$ cat src/rtl/sort_out_serializer_pkg.sv
// ============================================================================
// Module : sort_out_serializer_pkg
// Brief  : Shared sorter constants and serializer state encoding.
// Rev    : 1.0  initial release
// ============================================================================
`default_nettype none

package sort_out_serializer_pkg;

  localparam int DEF_WIDTH = 3;
  localparam int DEF_N     = 8;

  typedef enum logic [0:0] {
    ST_IDLE = 1'b0,
    ST_EMIT = 1'b1
  } state_e;

endpackage

`default_nettype wire

$ cat src/rtl/sort_out_serializer_if.sv
// ============================================================================
// Module : sort_out_serializer_if
// Brief  : Vector-in / element-out handshake bundle for the sort serializer.
// Rev    : 1.0  initial release
// ============================================================================
`default_nettype none

interface sort_out_serializer_if #(
  parameter int WIDTH = 3,
  parameter int N     = 8
);
  localparam int IW = (N > 1) ? $clog2(N) : 1;

  logic                 in_valid;
  logic                 in_ready;
  logic [N*WIDTH-1:0]   in_data;
  logic                 dir;
  logic                 out_valid;
  logic                 out_ready;
  logic [WIDTH-1:0]     out_data;
  logic [IW-1:0]        out_idx;
  logic                 out_last;

  modport master (
    output in_valid, in_data, dir, out_ready,
    input  in_ready, out_valid, out_data, out_idx, out_last
  );

  modport slave (
    input  in_valid, in_data, dir, out_ready,
    output in_ready, out_valid, out_data, out_idx, out_last
  );
endinterface

`default_nettype wire

$ cat src/rtl/sort_out_serializer.sv
// ============================================================================
// Module : sort_out_serializer
// Brief  : Emits a pre-sorted N-element vector one element per handshake,
//          ascending or descending, with registered outputs.
// Rev    : 1.0  initial release
// ============================================================================
`default_nettype none

module sort_out_serializer
  import sort_out_serializer_pkg::*;
#(
  parameter int WIDTH = DEF_WIDTH,
  parameter int N     = DEF_N
) (
  input  wire logic              clk,
  input  wire logic              rst,
  sort_out_serializer_if.slave   bus,
  output logic [7:0]             vec_cnt
);

  localparam int            IW      = (N > 1) ? $clog2(N) : 1;
  localparam logic [IW-1:0] PTR_MAX = IW'(N - 1);

  state_e               state_q;
  logic [N*WIDTH-1:0]   hold_q;
  logic                 dir_q;
  logic [IW-1:0]        ptr_q;
  logic                 out_valid_q;
  logic                 out_last_q;
  logic [WIDTH-1:0]     out_data_q;
  logic [IW-1:0]        out_idx_q;
  logic [7:0]           vec_cnt_q;

  logic [IW-1:0]        ptr_d;
  logic [IW-1:0]        start_ptr_d;
  logic                 next_last_d;

  always_comb begin
    ptr_d       = dir_q ? (ptr_q - IW'(1)) : (ptr_q + IW'(1));
    start_ptr_d = bus.dir ? PTR_MAX : '0;
    next_last_d = (ptr_d == (dir_q ? '0 : PTR_MAX));
  end

  // Outputs are loaded one edge ahead so the element is valid in the cycle after its step.
  always_ff @(posedge clk or negedge rst) begin
    if (!rst) begin
      state_q     <= ST_IDLE;
      hold_q      <= '0;
      dir_q       <= 1'b0;
      ptr_q       <= '0;
      out_valid_q <= 1'b0;
      out_last_q  <= 1'b0;
      out_data_q  <= '0;
      out_idx_q   <= '0;
      vec_cnt_q   <= '0;
    end else begin
      case (state_q)
        ST_IDLE: begin
          if (bus.in_valid) begin
            hold_q      <= bus.in_data;
            dir_q       <= bus.dir;
            ptr_q       <= start_ptr_d;
            out_valid_q <= 1'b1;
            out_data_q  <= bus.in_data[int'(start_ptr_d)*WIDTH +: WIDTH];
            out_idx_q   <= start_ptr_d;
            out_last_q  <= (N == 1);
            state_q     <= ST_EMIT;
          end
        end
        ST_EMIT: begin
          if (bus.out_ready) begin
            if (out_last_q) begin
              out_valid_q <= 1'b0;
              out_last_q  <= 1'b0;
              vec_cnt_q   <= vec_cnt_q + 8'd1;
              state_q     <= ST_IDLE;
            end else begin
              ptr_q       <= ptr_d;
              out_data_q  <= hold_q[int'(ptr_d)*WIDTH +: WIDTH];
              out_idx_q   <= ptr_d;
              out_last_q  <= next_last_d;
            end
          end
        end
        default: state_q <= ST_IDLE;
      endcase
    end
  end

  assign bus.in_ready  = (state_q == ST_IDLE);
  assign bus.out_valid = out_valid_q;
  assign bus.out_data  = out_data_q;
  assign bus.out_idx   = out_idx_q;
  assign bus.out_last  = out_last_q;
  assign vec_cnt       = vec_cnt_q;

endmodule

`default_nettype wire

$ cat src/flat_wrapper.sv
// flat-port wrapper written by rule: the top's interface ports become plain ports
module sort_out_serializer_flat import sort_out_serializer_pkg::*;
#(
  parameter int WIDTH = DEF_WIDTH,
  parameter int N     = DEF_N
)
  (clk, rst, vec_cnt, bus_in_valid, bus_in_data, bus_dir, bus_out_ready, bus_in_ready, bus_out_valid, bus_out_data, bus_out_idx, bus_out_last);
  sort_out_serializer_if #(.WIDTH(WIDTH), .N(N)) bus_i ();
  input  wire logic clk;
  input  wire logic rst;
  output logic [7:0] vec_cnt;
  input wire logic [$bits(bus_i.in_valid)-1:0] bus_in_valid;
  input wire logic [$bits(bus_i.in_data)-1:0] bus_in_data;
  input wire logic [$bits(bus_i.dir)-1:0] bus_dir;
  input wire logic [$bits(bus_i.out_ready)-1:0] bus_out_ready;
  output wire logic [$bits(bus_i.in_ready)-1:0] bus_in_ready;
  output wire logic [$bits(bus_i.out_valid)-1:0] bus_out_valid;
  output wire logic [$bits(bus_i.out_data)-1:0] bus_out_data;
  output wire logic [$bits(bus_i.out_idx)-1:0] bus_out_idx;
  output wire logic [$bits(bus_i.out_last)-1:0] bus_out_last;
  assign bus_i.in_valid = bus_in_valid;
  assign bus_i.in_data = bus_in_data;
  assign bus_i.dir = bus_dir;
  assign bus_i.out_ready = bus_out_ready;
  assign bus_in_ready = bus_i.in_ready;
  assign bus_out_valid = bus_i.out_valid;
  assign bus_out_data = bus_i.out_data;
  assign bus_out_idx = bus_i.out_idx;
  assign bus_out_last = bus_i.out_last;
  sort_out_serializer #(.WIDTH(WIDTH), .N(N)) u_core (.clk(clk), .rst(rst), .bus(bus_i), .vec_cnt(vec_cnt));
endmodule
$ cat config.mk
export PLATFORM = sky130hd
export DESIGN_NAME = sort_out_serializer_flat
export DESIGN_NICKNAME = d
export VERILOG_FILES = /design/src/rtl/sort_out_serializer_pkg.sv /design/src/rtl/sort_out_serializer_if.sv /design/src/rtl/sort_out_serializer.sv /design/src/flat_wrapper.sv
export SDC_FILE = /design/constraint.sdc
export NUM_CORES = 1
export LEC_CHECK = 0
export CAP_MARGIN = 10
export CORE_ASPECT_RATIO = 1.5
export CORE_MARGIN = 1
export CORE_UTILIZATION = 45
export CTS_CLUSTER_SIZE = 24
export DETAILED_ROUTE_END_ITERATION = 7
export GPL_TIMING_DRIVEN = 1
export PLACE_DENSITY = 0.85
export RECOVER_POWER = 100
export SLEW_MARGIN = 20
export SYNTH_ARGS = -nofsm -noshare
export SYNTH_HDL_FRONTEND = slang
export SYNTH_SLANG_ARGS = --single-unit
$ cat constraint.sdc
create_clock -name clk -period 2.72 [get_ports clk]
set_input_delay 0.544 -clock clk [delete_from_list [all_inputs] [get_ports clk]]
set_output_delay 0.544 -clock clk [all_outputs]
set_load 0.01 [all_outputs]
---- Word level (Yosys, flattened, before mapping) ----
Index checks and enable logic that the tools add are counted.
Widths: inputs -> output; s select.
operators by class
  reduce and logical (&&, ||, !) cells .... 5
  shift operators ......................... 2
  $mul .................................... 2
  eq/ne operators ......................... 5
  $add $sub $neg .......................... 3
  mux-type cells .......................... 23
  bitwise gates (word level) .............. 1
operators with widths
  cell                 count
  $shiftx 24x32->3     2
  $mux 3               9
  $pmux 3 s2           2
  $mul 3x2->5 const B  2
  $mux 1               9
  $reduce_and 3->1     3
  $add 8x1->8 const B  1
  $ne 2x2->1 const B   4
  $pmux 1 s2           3
  $reduce_and 2->1     2
  $add 3x1->3 const B  1
  $eq 3x3->1           1
  $sub 3x1->3 const B  1
  $not 1->1            1
storage, ports and cells
  input bits .............................. 29
  output and inout port bits .............. 17
  logic and storage cells ................. 49
  flip-flop bits (word level) ............. 42

---- Longest topological paths before layout ----
Gate-level depths: netlist of the first run.
  depth in word-level cells ............... 7
  gate-level depth with buffers ........... 5
  mapped depth without buffers ............ 4

---- Worst setup path before layout of the first run ----
No wires, ideal clock.
  path kind ............................... reg-to-reg
  from .................................... register, netlist name u_core.bus.out_idx[0]
  to ...................................... register u_core.out_data_q[0] (netlist: u_core.bus.out_data[0])
  required time ........................... 2.597 ns
  arrival ................................. 1.950 ns
  library setup time ...................... 0.123 ns
  path slack .............................. 0.647 ns
  stages on the path, launching flop included .. 6
  path buffers ............................ 1
  clock period less this slack ............ 2.073 ns
  path through ............................ dfrtp_1 -> fa_1 -> clkbuf_1 -> mux4_1 -> mux2_2 -> o221a_1
RTL lines
  what                    RTL line                   source
  end signal: assignment  sort_out_serializer.sv:64  out_data_q <= bus.in_data[int'(start_ptr_d)*WIDTH +: WIDTH];
  end signal: assignment  sort_out_serializer.sv:79  out_data_q <= hold_q[int'(ptr_d)*WIDTH +: WIDTH];
  end: declaration        sort_out_serializer.sv:30  logic [WIDTH-1:0] out_data_q;

---- Worst setup path in the final report of the first run ----
  from .................................... input port bus_in_valid
  to ...................................... register u_core.out_valid_q (netlist: u_core.bus.out_valid)
between the ends
  word-level cells in the longest chain between the ends .. 2
RTL lines
  what                        RTL line                   source
  start: declaration          flat_wrapper.sv:12         input wire logic [$bits(bus_i.in_valid)-1:0] bus_in_valid;
  $ne 2x2->1 (no line)        -
  $reduce_and 3->1 (no line)  -
  end signal: assignment      sort_out_serializer.sv:51  out_valid_q <= 1'b0;
  end signal: assignment      sort_out_serializer.sv:63  out_valid_q <= 1'b1;
  end signal: assignment      sort_out_serializer.sv:73  out_valid_q <= 1'b0;
  end: declaration            sort_out_serializer.sv:28  logic out_valid_q;
No other way between the ends.
A chain may end at the register's enable or synchronous reset.

==> results.md, run 1 <==
- Core area: between 0.004 and 0.005 mm^2
- Top delay family on crit path: buffers and inverters
- Slew HR: 25.2%
- R2R depth: 4
- IO buf count: 45
- Final TNS setup: 0 ns
- Worst Path Max Fanout: 28
- Starting density of the core: about 47%
- Post-CTS setup repair buffer count: 0
- Status: finished clean
- DRC viols: 0
- CP Class: in -> reg
- Final #Nets: ~260
- Clk sinks: 42
- Power density over the cells: around 1100 mW/mm^2
- Hpwl dp: 3.04 mm
- Worst-Skew Late Latency: 0.29 ns
- WP data required: between 2 and 3 ns
- Die Y: about 83 um
- Via count: approximately 1500
- Metal-1 WL: 1.67 mm
- CTS max path bufs: 2
- Global-route wire length before repair: 6.92 mm
- Syn Area/Cell: 10.4 um^2
- Routed Antenna Nets: 0
- Setup-failing EPs final: 0
- Iter 0 DRT Violations: 33
- GRT overflow: 0
- Max Used Layer: met4
- Crit path depth: 4
- CP Buf/Inv Count: 2
- Peak supply drop: 0.618 mV
- Fin crit share: 83.1%
- Synthesized net count: around 220
- Share of layout cells above drive strength 1: 7.26%
- Startpoint types: primary input
- Clock transition at path regs: 0.08 ns
- DR vias/cell: 5.39
- Largest net degree at the start of global routing: 43
- Hold Violations, Final: 0
- Post-synth top area share: a little over half
- Yosys synthesis warning count: 0
- Synth Cell Area: 0.00198 mm^2
- Crit path capture type: flop
- IO Pins: 46
- Final Max Slew Viols: 0
- CTS tree: done
- Worst EP arrival: 2.37 ns
- Cell Rows: 29
- Synth Register Bits: 42
- Top cells by area, synth: dfrtp_1 (53%), nand2_1 (15%), mux4_1 (7.9%)
- Critical-path cell list: dlygate4sd3_1, nand2b_1, clkbuf_1, o21ai_0
- Metal3 WL: about 190 um
- WL/cell: around 15 um
- Final Util: 60.2%
- Largest stage delay, worst path: 0.84 ns
- Seq/Total Area, Yosys: a little over half
- Drt pass-1 iters: 4
- Slew @ Worst Pin: approximately 1.1 ns
- Total CTS buffers: 5
- Achievable Freq: 443 MHz
- H-tree levels: 2
- Min-Delay Path Class: in -> async
- Min Tclk post-route: around 2.3 ns
- Netlist cell types: 26
- Synthesis-to-layout area growth: 29.0%
- Post-CTS Resized: 0
- Leak Pwr: roughly 1.3 nW
- Power Total: around 2.7 mW
- WL final: 4.08 mm
- Mapped Cells: 190
- GPL Wtd Cong: 0.813
- Gr usage total: 19.4%
- Hold Buf Count CTS: 0
- Vias in the first global route: between 1000 and 1500
- Master of the slowest instance on the critical path: clkbuf_1
- Worst Skew: between 0.006 and 0.007 ns
- Antenna cells: 0
- Die W: 56.2 um
- Die area: around 0.0047 mm^2
- Met2 Wirelength: 2.06 mm
- Initial antenna violation count: 0
- Max_cap viols: 0
- Clk root buf: clkbuf_8
- Synth area leader: dfrtp_1
- Hold WS: 0.377 ns
- RSZ-0062 raised after global routing: false
flip-flops by register name, indices dropped and copies added (netlist names):
| signal | count |
|---|---|
| u_core.bus.out_data | 3 |
| u_core.bus.out_idx | 3 |
| u_core.bus.out_last | 1 |
| u_core.bus.out_valid | 1 |
| u_core.dir_q | 1 |
| u_core.hold_q | 24 |
| u_core.state_q | 1 |
| u_core.vec_cnt | 8 |
placed cells by master, fill, tap and decap left out, drive strengths merged, types with 5 or more instances in the layout:
master / n
clkbuf: 7
clkdlybuf4s50: 25
dfrtp: 42
dlygate4sd3: 19
mux2: 7
mux2i: 5
mux4: 6
nand2: 79
xnor2: 6
per-stage QoR:
step           cells  cell area, um^2  setup slack [ns]
2_1_floorplan    190             1980             0.647
3_3_place_gp     272             2450             0.531
3_5_place_dp     272             2450             0.467
4_1_cts          280             2560             0.454
5_1_grt          280             2560             0.329
6_report         280             2560             0.460
layer usage:
| metal | vias up | GRT usage [%] |
|---|---|---|
| met4 | 0 | 12.6 |
| li1 | 719 | - |
| met5 | - | 0 |
| met2 | 50 | 29.9 |
| met3 | 13 | 4.21 |
| met1 | 728 | 24.6 |
cells in the mapped netlist:
cell       n
and3_1     4
nand3_1    4
inv_1      3
mux2i_1    5
xor2_1     1
o221a_1    3
buf_6      1
nand2_1   79
xnor3_1    1
ha_1       1
buf_2      1
nand2b_1   1
fa_1       1
mux4_1     6
nor3b_1    1
nor2_1     3
xnor2_1    6
o21ai_0    4
nor2b_1    1
clkbuf_1   9
dfrtp_1   42
and3b_2    1
nand4_1    3
mux2_2     7
nand3b_1   1
a21oi_1    1
power breakdown:
group	total (mW)	switching, mW	internal [mW]	leakage [nW]
Clock	0.482	0.208	0.274	0.0514
Combinational	1.15	0.466	0.688	0.690
Sequential	1.11	0.221	0.885	0.525
worst paths after layout:
kind | from | end | slack [ns]
setup / recovery | bus_in_valid | u_core.bus.out_valid | 0.46
min in group clk | u_core.hold_q[1] | u_core.hold_q[1] | 0.48
hold reg to reg | u_core.hold_q[1] | u_core.hold_q[1] | 0.48
setup reg to reg | u_core.bus.out_idx[0] | u_core.bus.out_data[1] | 0.47
hold / removal | rst | u_core.bus.out_idx[1] | 0.38
max in group asynchronous | rst | u_core.hold_q[1] | 1.76
area by class of cell:
type	count	area, um^2
clock inverters	2	37.5
multi-input cells	134	871
fillers	362	1690
well taps	46	57.6
repair buffers	47	457
clock buffers	6	72.6
flip-flops and latches	42	1050
inverters	3	11.3
cells by family (layout without fill, tap and decap cells):
| logic type | Yosys count | in the layout | synth area share, % |
|---|---|---|---|
| AO/OA/AOI/OAI | 8 | 8 | 2.96 |
| XOR/XNOR | 8 | 8 | 4.23 |
| adder cells (fa/ha/maj) | 2 | 2 | 1.64 |
| buffers and inverters | 14 | 58 | 3.09 |
| flip-flops | 42 | 42 | 53.0 |
| multiplexers | 18 | 18 | 14.4 |
| AND/OR/NAND/NOR | 98 | 98 | 20.6 |
Power figures use the tool's default switching activity.
==> run 2: changes to the inputs <==
--- a/config.mk
+++ b/config.mk
@@ -12,7 +12,7 @@
 export CTS_CLUSTER_SIZE = 24
 export DETAILED_ROUTE_END_ITERATION = 7
 export GPL_TIMING_DRIVEN = 1
-export PLACE_DENSITY = 0.85
+export PLACE_DENSITY = 0.88
 export RECOVER_POWER = 100
 export SLEW_MARGIN = 20
 export SYNTH_ARGS = -nofsm -noshare
==> constraint.sdc (replaced) <==
create_clock -name clk -period 1.88 [get_ports clk]
set_input_delay 0.376 -clock clk [delete_from_list [all_inputs] [get_ports clk]]
set_output_delay 0.376 -clock clk [all_outputs]
set_load 0.01 [all_outputs]
==> run 2 against run 1 <==
Net effect: the run now ends with negative setup slack left; sequential cell count is the same; final cell count grew 3.6%; power grew 57%; clock power grew 45%; largest cell class unchanged; largest power group unchanged.
==> results.md, run 2 (synthesis gave the netlist of run 1 again) <==
- Status: complete, but fails checks
- Failing checks: negative setup slack
- Slew HR: 32.7% (+7.6 points)
- Cells after DPL: 281 (+3.3%)
- Crit path capture type: flop
- Hold Violations, Final: 0 (unchanged)
- IO Pins: 46 (unchanged)
- Die Y: 83.3 um (unchanged)
- DRC viols: 0 (unchanged)
- Share of layout cells above drive strength 1: 13.1% (+5.8 points)
- Power density over the cells: 1630 mW/mm^2 (+52%)
- Clk sinks: 42 (unchanged)
- Largest net degree at the start of global routing: 43 (unchanged)
- Drt pass-1 iters: 4 (unchanged)
- Final TNS setup: -0.352 ns (-0.352 ns)
- Via count: 1597 (+5.8%)
- Global-route wire length before repair: 7.69 mm (+11%)
- Master of the slowest instance on the critical path: fa_2
- WP data required: 2.06 ns (-0.77 ns)
- Non-Filler Instances: 290 (+3.6%)
- Routed Antenna Nets: 0 (unchanged)
- Peak supply drop: 0.965 mV (+56%)
- Final Max Slew Viols: 0 (unchanged)
- IO buf count: 45 (unchanged)
- Antenna cells: 0 (unchanged)
- Min-Delay Path Class: in -> async
- Worst EP arrival: 2.19 ns (-0.18 ns)
- Hpwl dp: 3.39 mm (+12%)
- Achievable Freq: 498 MHz
- Worst Skew: 0.00343 ns (-0.00344 ns)
- CP Buf/Inv Count: 0 (-2)
- Core area: 0.00425 mm^2 (unchanged)
- WL/cell: 16.1 um (+11%)
- H-tree levels: 2 (unchanged)
- Most frequent cells in the layout: nand2_1 (79), dfrtp_1 (42), clkdlybuf4s50_1 (28), dlygate4sd3_1 (16), buf_4 (8)
- Clock transition at path regs: 0.08 ns (about the same)
- Multi-input logic area: 875 um^2 (+0.43%)
- Fin crit share: 107%
- CP startpoint: u_core.bus.out_idx[1]
- Clk root buf: clkbuf_8
- Critical-path cell list: fa_2, mux4_2, mux2_4, o221a_1
- Fillers: 322 (-11%)
- Die W: 56.2 um (unchanged)
- Startpoint types: flop
- Setup-failing EPs final: 3 (+3)
- WL final: 4.67 mm (+15%)
- Cell Rows: 29 (unchanged)
- Largest stage delay, worst path: 0.68 ns (-0.16 ns)
- GRT overflow: 0 (unchanged)
- Min Tclk post-route: 2.01 ns
- Total CTS buffers: 5 (unchanged)
- Most flops, register: u_core.hold_q
- Register area: 0.00105 mm^2 (unchanged)
- RSZ-0062 raised after global routing: true
- Power Total: 4.29 mW (+57%)
- Commonest non-fill, non-tap cell in the layout: nand2_1
- Leak Pwr: 1.31 nW (+3.6%)
- Gr usage total: 21.5% (+2.1 points)
- CTS max path bufs: 2 (unchanged)
- Vias in the first global route: 1695 (+17%)
- DR vias/cell: 5.51 (+2.1%)
- Initial antenna violation count: 0 (unchanged)
- Top delay family on crit path: adder cells
- Max reg flops: 24 (unchanged)
- Final Worst Setup Slack: -0.126 ns (-0.587 ns)
- Slew @ Worst Pin: 1.01 ns (-0.113 ns)
- Starting density of the core: 46.7% (unchanged)
- Placement Setup Slack: -0.190 ns (-0.657 ns)
- CP Class: reg -> reg
- Hold Buf Count CTS: 0 (unchanged)
- Final Util: 62.0% (+1.7 points)
- Synthesis-to-layout area growth: 32.6%
- GPL Wtd Cong: 0.895 (+10%)
- Iter 0 DRT Violations: 71 (+120%)
- CTS tree: done
- Final #Nets: 274 (+3.8%)
- Worst-Skew Late Latency: 0.29 ns (about the same)
- Die area: 0.00468 mm^2 (unchanged)
- Max_cap viols: 0 (unchanged)
- Reg2reg start: u_core.bus.out_idx[1]
- Worst Path Max Fanout: 7 (-75%)
## run 2: layout make-up
cell class | instances | area share [%]
Sequential cell | 42 | 40.0
Multi-Input combinational cell | 134 | 33.3
Timing Repair Buffer | 57 | 20.0
Clock buffer | 5 | 2.62
Tap cell | 46 | 2.19
Clock inverter | 3 | 1.52
Inverter | 3 | 0.428
## run 2: final timing paths
| path | to | slack [ns] | cells after the start |
|---|---|---|---|
| worst min-delay path | u_core.vec_cnt[7] | 0.32 | 2 |
| worst max register to register | u_core.bus.out_data[2] | -0.13 | 4 |
| worst min register to register | u_core.vec_cnt[7] | 0.47 | 1 |
| min in group clk | u_core.vec_cnt[7] | 0.47 | 1 |
| max in group asynchronous | u_core.hold_q[10] | 0.93 | 2 |
| worst max-delay path | u_core.bus.out_data[2] | -0.13 | 4 |
## run 2: per-stage QoR
stage	area (um^2)	hold slack, ns
3_3_place_gp	2530	0.361
6_report	2630	0.322
4_1_cts	2650	0.0451
2_1_floorplan	1990	0.0804
3_5_place_dp	2530	0.364
5_1_grt	2630	0.413
## run 2: timing repair
item,in CTS,in global routing
buffers inserted,1,0
pin swaps,2,0
endpoints found under the setup margin,3,3
gates cloned,0,0
gates resized for setup,3,0
## run 2: routing by layer
layer,up-vias,global-route usage [%],wire (um)
met5,-,0,0
met4,0,12.0,187
met2,88,37.3,2480
met1,755,23.6,1700
li1,734,-,-
met3,20,5.14,303
## run 2: report_power, final
part | switching, mW | leakage [nW] | internal, mW
registers | 0.287 | 0.525 | 1.28
logic | 0.846 | 0.730 | 1.18
clock network | 0.309 | 0.0579 | 0.391
==> run 3: changes to the inputs <==
--- a/config.mk
+++ b/config.mk
@@ -5,14 +5,14 @@
 export SDC_FILE = /design/constraint.sdc
 export NUM_CORES = 1
 export LEC_CHECK = 0
-export CAP_MARGIN = 10
+export ABC_AREA = 1
 export CORE_ASPECT_RATIO = 1.5
 export CORE_MARGIN = 1
 export CORE_UTILIZATION = 45
 export CTS_CLUSTER_SIZE = 24
 export DETAILED_ROUTE_END_ITERATION = 7
 export GPL_TIMING_DRIVEN = 1
-export PLACE_DENSITY = 0.88
+export PLACE_DENSITY = 0.87
 export RECOVER_POWER = 100
 export SLEW_MARGIN = 20
 export SYNTH_ARGS = -nofsm -noshare
==> run 3 against run 2 <==
Net effect: the run now ends clean; largest power group unchanged; wire length about the same; setup slack better by 0.23 ns; hold slack worse by 0.011 ns; synthesized cell count up 25%; power up 11%; highest routed layer unchanged.
==> results.md, run 3 <==
- Synth Cell Area: 0.00218 mm^2 (+10%)
- Crit path capture type: output pin
- Mapped Cells: 237 (+25%)
- Status: finished clean
- Largest net degree at the start of global routing: 24 (-44%)
- Antenna cells: 0 (unchanged)
- Worst Path Max Fanout: 14 (+7)
- GRT overflow: 0 (unchanged)
- Vias in the first global route: 1671 (-1.4%)
- Hold Violations, Final: 0 (unchanged)
- Reg2reg start: u_core.bus.out_idx[1]
- Initial antenna violation count: 0 (unchanged)
- Synth Flop Type: dfrtp_1
- Synthesized net count: 268 (+21%)
- CP Class: reg -> out
- Share of layout cells above drive strength 1: 13.1% (+0.034 points)
- Worst EP arrival: 1.40 ns (-0.79 ns)
- Cell Rows: 30 (+3.4%)
- Hpwl dp: 3.45 mm (+1.6%)
- Commonest non-fill, non-tap cell in the layout: nand2_1
- Synth area leader: dfrtp_1
- Slew @ Worst Pin: 1.20 ns (+0.192 ns)
- Clk root buf: clkbuf_8
- Starting density of the core: 47.7% (+0.99 points)
- Core area: 0.00458 mm^2 (+7.9%)
- Post-CTS Resized: 0 (-3)
- Most frequent cells in the layout: nand2_1 (54), dfrtp_1 (42), clkdlybuf4s50_1 (29), inv_1 (26), nor2_1 (25)
- Via count: 1725 (+8.0%)
- Setup-failing EPs final: 0 (-3)
- Critical Path End: bus_out_idx[0]
- Final #Nets: 319 (+16%)
- Fin crit share: 94.5% (-12 points)
- Peak supply drop: 0.940 mV (-2.6%)
- Die W: 58.9 um (+4.8%)
- WL/cell: 13.2 um (-18%)
- Min Tclk post-route: 1.78 ns (-0.230 ns)
- Syn Area/Cell: 9.22 um^2 (-12%)
- IO buf count: 45 (unchanged)
- Die area: 0.00514 mm^2 (+9.8%)
- Max reg flops: 24 (unchanged)
- Most flops, register: u_core.hold_q
- Worst Skew: 0.00442 ns (+0.000986 ns)
- CTS tree: done
- Gr usage total: 20.0% (-1.5 points)
- Hold Buf Count CTS: 0 (unchanged)
- Worst-Skew Late Latency: 0.29 ns (about the same)
- Startpoint types: flop
- Synthesis-to-layout area growth: 25.0%
- Total CTS buffers: 5 (unchanged)
- Power density over the cells: 1740 mW/mm^2 (+6.9%)
- Clock transition at path regs: 0.08 ns (about the same)
- IO Pins: 46 (unchanged)
- Drt pass-1 iters: 4 (unchanged)
- Count leader, synth: nand2_1
- Post-CTS setup repair buffer count: 0 (-1)
- GPL Wtd Cong: 0.890 (-0.57%)
- Clk sinks: 42 (unchanged)
- Die Y: 87.3 um (+4.8%)
- EDFF count, synth: 0 (unchanged)
- Post-synth top area share: 48.1% (-4.9 points)
- Leak Pwr: 1.35 nW (+2.9%)
- Seq/Total Area, Yosys: 48.1% (-4.9 points)
- Netlist cell types: 30 (+15%)
- DR vias/cell: 4.89 (-11%)
- H-tree levels: 2 (unchanged)
- Yosys synthesis warning count: 0 (unchanged)
- Reg2Reg Capture Point: u_core.bus.out_data[2]
- FFs w/ async S/R, synth: 100% (unchanged)
- CP startpoint: u_core.bus.out_idx[0]
- Reg-to-reg slack, setup: 0.11 ns (+0.24 ns)
- Power Total: 4.76 mW (+11%)
- Max_cap viols: 0 (unchanged)
- R2R depth: 8 (+4)
- Slew HR: 19.9% (-13 points)
- RSZ-0062 raised after global routing: false
- DRC viols: 0 (unchanged)
- Synth top cells by count: nand2_1 (53), dfrtp_1 (42), inv_1 (27), nand3_1 (23), nor2_1 (23)
- Min-Delay Path Class: in -> async
- Iter 0 DRT Violations: 88 (+24%)
- Achievable Freq: 563 MHz (+13%)
- Final Max Slew Viols: 0 (unchanged)
- Final TNS setup: 0 ns (+0.352 ns)
- Global-route wire length before repair: 7.69 mm (about the same)
- Synth Register Bits: 42 (unchanged)
- WP data required: 1.50 ns (-0.56 ns)
- Top cells by area, synth: dfrtp_1 (48%), nand2_1 (9.1%), mux2_4 (6.2%)
- Master of the slowest instance on the critical path: clkdlybuf4s50_1
- WL final: 4.68 mm (about the same)
- Routed Antenna Nets: 0 (unchanged)
- CTS max path bufs: 2 (unchanged)
- Critical-path cell list: buf_6, clkdlybuf4s50_1
- Largest stage delay, worst path: 0.54 ns (-0.14 ns)
==> run 3: cell count changes after synthesis, sizes merged, moves of 3 or more <==
cell	before	now
inv	3	31
nand2	79	56
nor2	3	25
nand3	4	24
a21oi	1	18
clkbuf	9	0
buf	2	8
mux4	6	0
mux2i	5	0
and3	4	0
mux2	7	11
o221a	3	0
==> run 3: cell type report <==
| class | instances | area [um^2] |
|---|---|---|
| Fill cell | 418 | 1850 |
| Sequential cell | 42 | 1050 |
| Multi-Input combinational cell | 156 | 871 |
| Timing Repair Buffer | 52 | 494 |
| Inverter | 31 | 124 |
| Clock buffer | 8 | 110 |
| Tap cell | 64 | 80.1 |
==> run 3: layer usage <==
metal / vias to the layer above / track usage [%] / wire [um]
li1: 853 / - / -
met2: 40 / 31.5 / 2330
met5: - / 0 / 0
met3: 9 / 3.71 / 134
met4: 0 / 8.87 / 122
met1: 823 / 26.5 / 2090
==> run 3: logic make-up (layout without fill, tap and decap cells) <==
| kind of cell | after synthesis | in the layout | synth area share [%] |
|---|---|---|---|
| AO/OA/AOI/OAI | 28 | 28 | 9.79 |
| adder cells (fa/ha/maj) | 2 | 2 | 1.49 |
| XOR/XNOR | 7 | 7 | 2.81 |
| multiplexers | 11 | 11 | 7.22 |
| flip-flops | 42 | 42 | 48.1 |
| buffers and inverters | 39 | 91 | 8.76 |
| AND/OR/NAND/NOR | 108 | 108 | 21.8 |
==> run 3: where the power goes <==
group / internal [mW] / total [mW] / switching, mW
registers: 1.32 / 1.57 / 0.253
clock network: 0.371 / 0.664 / 0.293
logic: 1.07 / 2.53 / 1.45
total: 2.76 / 4.76 / 2.00
==> run 3: stage by stage <==
step                hold WS [ns]  util (%)  worst slack (ns)  instance area, um^2  cells
floorplan                 0.0804         -             0.192                 2180    237
global placement           0.379      59.1             0.129                 2710    345
detailed placement         0.383      59.1             0.116                 2710    345
CTS                       0.0721      61.5            0.0494                 2820    353
global route               0.429      59.6           0.00233                 2730    353
finish                     0.311      59.6             0.103                 2730    353
==> run 3: how the worst min path moves through the flow <==
stage / from / end / slack, ns / cells past startpoint
2_1_floorplan: rst / u_core.bus.out_data[0] / 0.08 / 0
3_3_place_gp: rst / u_core.hold_q[16] / 0.38 / 1
3_5_place_dp: rst / u_core.hold_q[16] / 0.38 / 1
4_1_cts: rst / u_core.hold_q[16] / 0.07 / 1
5_1_grt: rst / u_core.hold_q[16] / 0.43 / 1
6_report: rst / u_core.hold_q[20] / 0.31 / 1
==> run 3: critical path, delay by kind of cell, from the launching register on <==
kind,cells,cell delay (ns)
buf+inv,2,0.72
flops,1,0.39
